### config.mk
export PLATFORM = sky130hd
export DESIGN_NAME = uart_frame_ctrl
export DESIGN_NICKNAME = d
export VERILOG_FILES = /design/src/rtl/uart_frame_pkg.sv /design/src/rtl/uart_frame_ctrl_timer.sv /design/src/rtl/uart_frame_ctrl.sv
export SDC_FILE = /design/constraint.sdc
export NUM_CORES = 1
export LEC_CHECK = 0
export CORE_MARGIN = 2
export CORE_UTILIZATION = 35
export CTS_CLUSTER_SIZE = 30
export DETAILED_ROUTE_END_ITERATION = 8
export PLACE_DENSITY_LB_ADDON = 0.3
export SLEW_MARGIN = 20
export SYNTH_ARGS = -nofsm -noshare
export SYNTH_HDL_FRONTEND = slang
export SYNTH_SLANG_ARGS = --single-unit
### constraint.sdc
create_clock -name clk -period 4.6 [get_ports clk]
set_input_delay 0.92 -clock clk [delete_from_list [all_inputs] [get_ports clk]]
set_output_delay 0.92 -clock clk [all_outputs]
set_load 0.1 [all_outputs]
### src/rtl/uart_frame_pkg.sv
// Shared types and constants for the UART level-frame receive controller.
// The frame checksum is only used when FRAME_CHECKSUM_EN is defined.
package uart_frame_pkg;

    typedef enum logic [1:0] {
        HUNT  = 2'd0,
        CHAN  = 2'd1,
        LEVEL = 2'd2,
        CSUM  = 2'd3
    } frame_state_t;

    localparam logic [7:0] SYNC_BYTE = 8'hA5;

    // Checksum byte that must follow the level byte in a 4-byte frame.
    function automatic logic [7:0] frame_csum(input logic [7:0] ch, input logic [7:0] lvl);
        return ch ^ lvl ^ SYNC_BYTE;
    endfunction

endpackage

### src/rtl/uart_frame_ctrl_timer.sv
// Inter-byte timeout counter for the frame controller.
// Counts while run is high, clears on clr or when idle, and pulses
// expired in the TIMEOUT-th counting cycle unless clr is present.
module frame_timer #(
    parameter int TIMEOUT = 1023
) (
    input  logic clk,
    input  logic rst_n,
    input  logic clr,
    input  logic run,
    output logic expired
);

    localparam int CW = (TIMEOUT > 1) ? $clog2(TIMEOUT) : 1;
    localparam logic [CW-1:0] LAST = CW'(TIMEOUT - 1);

    logic [CW-1:0] cnt;

    assign expired = run & ~clr & (cnt == LAST);

    // Count cycles spent waiting for the next byte; restart on any byte or expiry.
    always_ff @(posedge clk or negedge rst_n) begin
        if (!rst_n) begin
            cnt <= '0;
        end else if (clr || !run || expired) begin
            cnt <= '0;
        end else begin
            cnt <= cnt + CW'(1);
        end
    end

endmodule

### src/rtl/uart_frame_ctrl.sv
// Byte-level level-frame parser sitting behind the UART receiver.
// Frames: SYNC (0xA5), channel, level, and a checksum byte when the
// FRAME_CHECKSUM_EN macro is defined. Valid frames update one channel's
// level register; malformed or stalled frames bump a saturating error count.
module uart_frame_ctrl
    import uart_frame_pkg::*;
#(
    parameter int NUM_CH  = 2,
    parameter int TIMEOUT = 1023
) (
    input  logic                  clk,
    input  logic                  rst_n,
    input  logic [7:0]            rx_data,
    input  logic                  rx_valid,
    output logic [8*NUM_CH-1:0]   levels,
    output logic [NUM_CH-1:0]     update,
    output logic [7:0]            err_cnt,
    output logic                  busy
);

    localparam int CH_W = (NUM_CH > 1) ? $clog2(NUM_CH) : 1;
    localparam logic [7:0] NUM_CH_B = 8'(NUM_CH);

    frame_state_t    state;
    logic            rx_valid_q;
    logic            byte_stb;
    logic            timer_run;
    logic            expired;
    logic [CH_W-1:0] ch_q;
`ifdef FRAME_CHECKSUM_EN
    logic [7:0]      lvl_q;
`endif

    assign byte_stb  = rx_valid & ~rx_valid_q;
    assign timer_run = (state != HUNT);

    frame_timer #(
        .TIMEOUT (TIMEOUT)
    ) u_timer (
        .clk     (clk),
        .rst_n   (rst_n),
        .clr     (byte_stb),
        .run     (timer_run),
        .expired (expired)
    );

    // Delay rx_valid so only its rising edge yields a byte; resets high so a
    // level already present when reset lifts is not taken as a new byte.
    always_ff @(posedge clk or negedge rst_n) begin
        if (!rst_n) begin
            rx_valid_q <= 1'b1;
        end else begin
            rx_valid_q <= rx_valid;
        end
    end

    // Frame FSM with registered level, update, error and busy outputs.
    always_ff @(posedge clk or negedge rst_n) begin
        if (!rst_n) begin
            state   <= HUNT;
            ch_q    <= '0;
`ifdef FRAME_CHECKSUM_EN
            lvl_q   <= '0;
`endif
            levels  <= '0;
            update  <= '0;
            err_cnt <= '0;
            busy    <= 1'b0;
        end else begin
            update <= '0;
            if (byte_stb) begin
                case (state)
                    HUNT: begin
                        if (rx_data == SYNC_BYTE) begin
                            state <= CHAN;
                            busy  <= 1'b1;
                        end
                    end
                    CHAN: begin
                        if (rx_data < NUM_CH_B) begin
                            ch_q  <= rx_data[CH_W-1:0];
                            state <= LEVEL;
                        end else begin
                            err_cnt <= (err_cnt == 8'hFF) ? err_cnt : err_cnt + 8'd1;
                            state   <= HUNT;
                            busy    <= 1'b0;
                        end
                    end
                    LEVEL: begin
`ifdef FRAME_CHECKSUM_EN
                        lvl_q <= rx_data;
                        state <= CSUM;
`else
                        levels[{ch_q, 3'b000} +: 8] <= rx_data;
                        update <= NUM_CH'(1) << ch_q;
                        state  <= HUNT;
                        busy   <= 1'b0;
`endif
                    end
`ifdef FRAME_CHECKSUM_EN
                    CSUM: begin
                        if (rx_data == frame_csum(8'(ch_q), lvl_q)) begin
                            levels[{ch_q, 3'b000} +: 8] <= lvl_q;
                            update <= NUM_CH'(1) << ch_q;
                        end else begin
                            err_cnt <= (err_cnt == 8'hFF) ? err_cnt : err_cnt + 8'd1;
                        end
                        state <= HUNT;
                        busy  <= 1'b0;
                    end
`endif
                    default: begin
                        state <= HUNT;
                        busy  <= 1'b0;
                    end
                endcase
            end else if (expired) begin
                err_cnt <= (err_cnt == 8'hFF) ? err_cnt : err_cnt + 8'd1;
                state   <= HUNT;
                busy    <= 1'b0;
            end
        end
    end

endmodule
==> flow_summary.ini <==
[routing]
drc = 0
drt-initial-drc-count = 27
dr.pass1.iters = 4
via_per_inst = 4.728
vias = 1253
postRouteAntennaNets = 0
wl_per_cell_um = 12.70
finalWirelength_um = 3365

[global_routing]
grt_util_met2 = 0.1949
grt_util_met3 = 0.04150
antenna_found_initial = 0
grt_pass1_wl_um = 5616
grt_pass1_vias = 1219
grt_use_met1 = 0.1855
grt.overflow.total = 0
busiest_layer = met2
grt_util_all_layers = 0.1335
grt_max_degree = 42

[finish]
drive_gt1_frac = 0.1111
seqCellArea_um2 = 1027
syn_to_final_growth_pct = 29.70
num_antenna_cells = 0
fillCellCount = 444
layout.cells.most_common = dfrtp_1
nets = 211
layout_common_cells = dfrtp_1 (40), clkdlybuf4s50_1 (36), nand2_1 (31), nor2_1 (13), mux2_2 (10)
multi_input_area_um2 = 708.2
finish.utilization = 0.4761

[critical_path]
endpoint_kind = output port
crit_chain = clkdlybuf4s50_1
crit_buf_inv = 1
r2r_slack_ps = 2670
cp_data_arrival_time_ps = 1900
required_ps = 3680
worstSetupStartpointType = flop
worstSetupPathType = flop to output port
cp_max_fo = 6
crit_family = buffers and inverters
crit_slowest_cell = clkdlybuf4s50_1
cpPeakStageDelay_ps = 1170

[synth]
synth_nets = 169
syn_inst = 155
yosysSeqAreaShare = 0.5848
synth_area_per_cell_um2 = 11.33
yosys_warnings = 0
ys_ff_latch = 41
synth.distinct_cells = 29
synth_area_um2 = 1757

[timing]
skew_ps = 5.364
min_period_over_period = 0.6120
slew-limit-headroom = 0.3432
worst_slew_pin_slew_ps = 982.1
final-max-slew-violation-count = 0
setup_viol = 0
fin_setup_tns_ps = 0
max_freq_ghz = 0.3552
hold_viol = 0
rsz0062_at_grt = false
timing.final.crit_period_ps = 2815

[clock_network]
h-tree-depth = 2
postCtsSetupRepairBufs = 0
clk_latency_ps = 290
clkTransAtPathRegs_ps = 70
clock_sinks = 41
root_buffer = clkbuf_8
cts_tree = done
postCtsHoldBufs = 0
cts_buffers = 5
clockBufferDepth = 2
cts_resized = 0

[floorplanning]
ios = 38
design.core.area_um2 = 4786
fp.dieW_um = 74.85
row_count = 25
die_h_um = 74.85
dieArea_um2 = 5602
initial_utilization = 0.3671

[power_and_ir_drop]
power.internal_mw = 0.5562
powerDensity_nw_per_um2 = 398.3
sw_frac_of_total = 0.3872
share_comb_of_total_power = 0.301
power_leakage_nw = 1.007
irDropWorstVdd_mv = 0.4130
seq_power_share = 0.456
pwr-share-clk = 0.243
power.switching_mw = 0.3514

[placement]
port_buffers = 37
place_congestion = 0.7094
hpwl_um = 2404

[min_path]
hold_path.class = flop to flop

[run]
cap_violations = 0

[status]
outcome = completed
## through the flow
stage	total power [mW]	hold WS, ps	setup slack (ps)	area (um^2)	cells
after floorplan	0.6189	491.7	2429	1757	155
after global placement	0.6970	464.7	1861	2196	257
after detailed placement	0.6963	469.1	1853	2196	257
after CTS	0.9209	489.4	1770	2278	265
after global routing	0.9486	516.5	1717	2278	265
final	0.9076	483.6	1785	2278	265
## Yosys cell counts (all sizes together)
cell / instances / share of area
nand2b: 2 / 0.0071
nand3: 6 / 0.017
mux2: 10 / 0.064
clkinv: 1 / 0.0021
inv: 2 / 0.0043
o31a: 1 / 0.0050
and3: 2 / 0.0071
o22ai: 1 / 0.0036
dfstp: 1 / 0.015
o21ai: 3 / 0.0085
nand2: 31 / 0.066
dfrtp: 40 / 0.57
xnor2: 9 / 0.045
nand4: 10 / 0.039
ha: 3 / 0.021
nor4b: 1 / 0.014
o211ai: 1 / 0.0043
nor3b: 1 / 0.011
nor2: 13 / 0.028
a31oi: 1 / 0.0036
nand4b: 1 / 0.0050
xor2: 6 / 0.030
nor2b: 2 / 0.0071
a21o: 1 / 0.0043
nor4: 2 / 0.0071
nor3: 2 / 0.0057
buf: 2 / 0.0057
## worst reg2reg max path, cell delays in order (launching register included)
cell,delay (ps)
dfrtp_1,430
inv_1,80
ha_1,170
o211ai_1,100
o31a_1,300
nor3b_4,370
mux2_2,380
## cells by family (layout without fill, tap and decap cells)
| family | Yosys count | after routing | share of synthesized area |
|---|---|---|---|
| DFF | 41 | 41 | 0.5848 |
| buffers and inverters | 5 | 48 | 0.01211 |
| adders and majority gates | 3 | 3 | 0.02137 |
| AOI/OAI and AO/OA | 8 | 8 | 0.02921 |
| and+or+nand+nor | 73 | 73 | 0.2137 |
| xor gates and xnor gates | 15 | 15 | 0.07479 |
| muxes | 10 | 10 | 0.06410 |
## registers in the layout (all words and copies together), names as in the netlist
register	cells
levels	16
busy	1
update	2
rx_valid_q	1
state	2
u_timer.cnt	10
err_cnt	8
ch_q	1
## routing by layer
| metal | up-vias | wire length (um) |
|---|---|---|
| met3 | 4 | 179 |
| met4 | 0 | 38 |
| met1 | 608 | 1599 |
| li1 | 617 | - |
| met2 | 24 | 1547 |
| met5 | - | 0 |
## area by class of cell
cell class,instances,share of cell area
Clock inverter,2,0.004393
Clock buffer,6,0.03185
Sequential cell,41,0.4509
Multi-Input combinational cell,109,0.3108
Timing Repair Buffer,37,0.1604
Tap cell,67,0.03679
Inverter,3,0.004942
## worst paths after layout
path | start | cells after the start | end
worst min-delay path | levels[9] | 2 | levels[9]
min in group asynchronous | rst_n | 1 | u_timer.cnt[6]
worst min register to register | levels[9] | 2 | levels[9]
max in group asynchronous | rst_n | 1 | levels[4]
worst max register to register | u_timer.cnt[0] | 6 | err_cnt[1]
worst max-delay path | err_cnt[2] | 1 | err_cnt[2]
## power groups by stage
| stage | clock network [mW] | logic, mW | registers, mW |
|---|---|---|---|
| global route | 0.245 | 0.286 | 0.418 |
| floorplan | 0 | 0.0384 | 0.581 |
| detailed placement | 0 | 0.275 | 0.421 |
| CTS | 0.231 | 0.276 | 0.414 |
| finish | 0.221 | 0.274 | 0.413 |
| global placement | 0 | 0.275 | 0.422 |
Note: power is estimated with default switching activity, not from simulation.
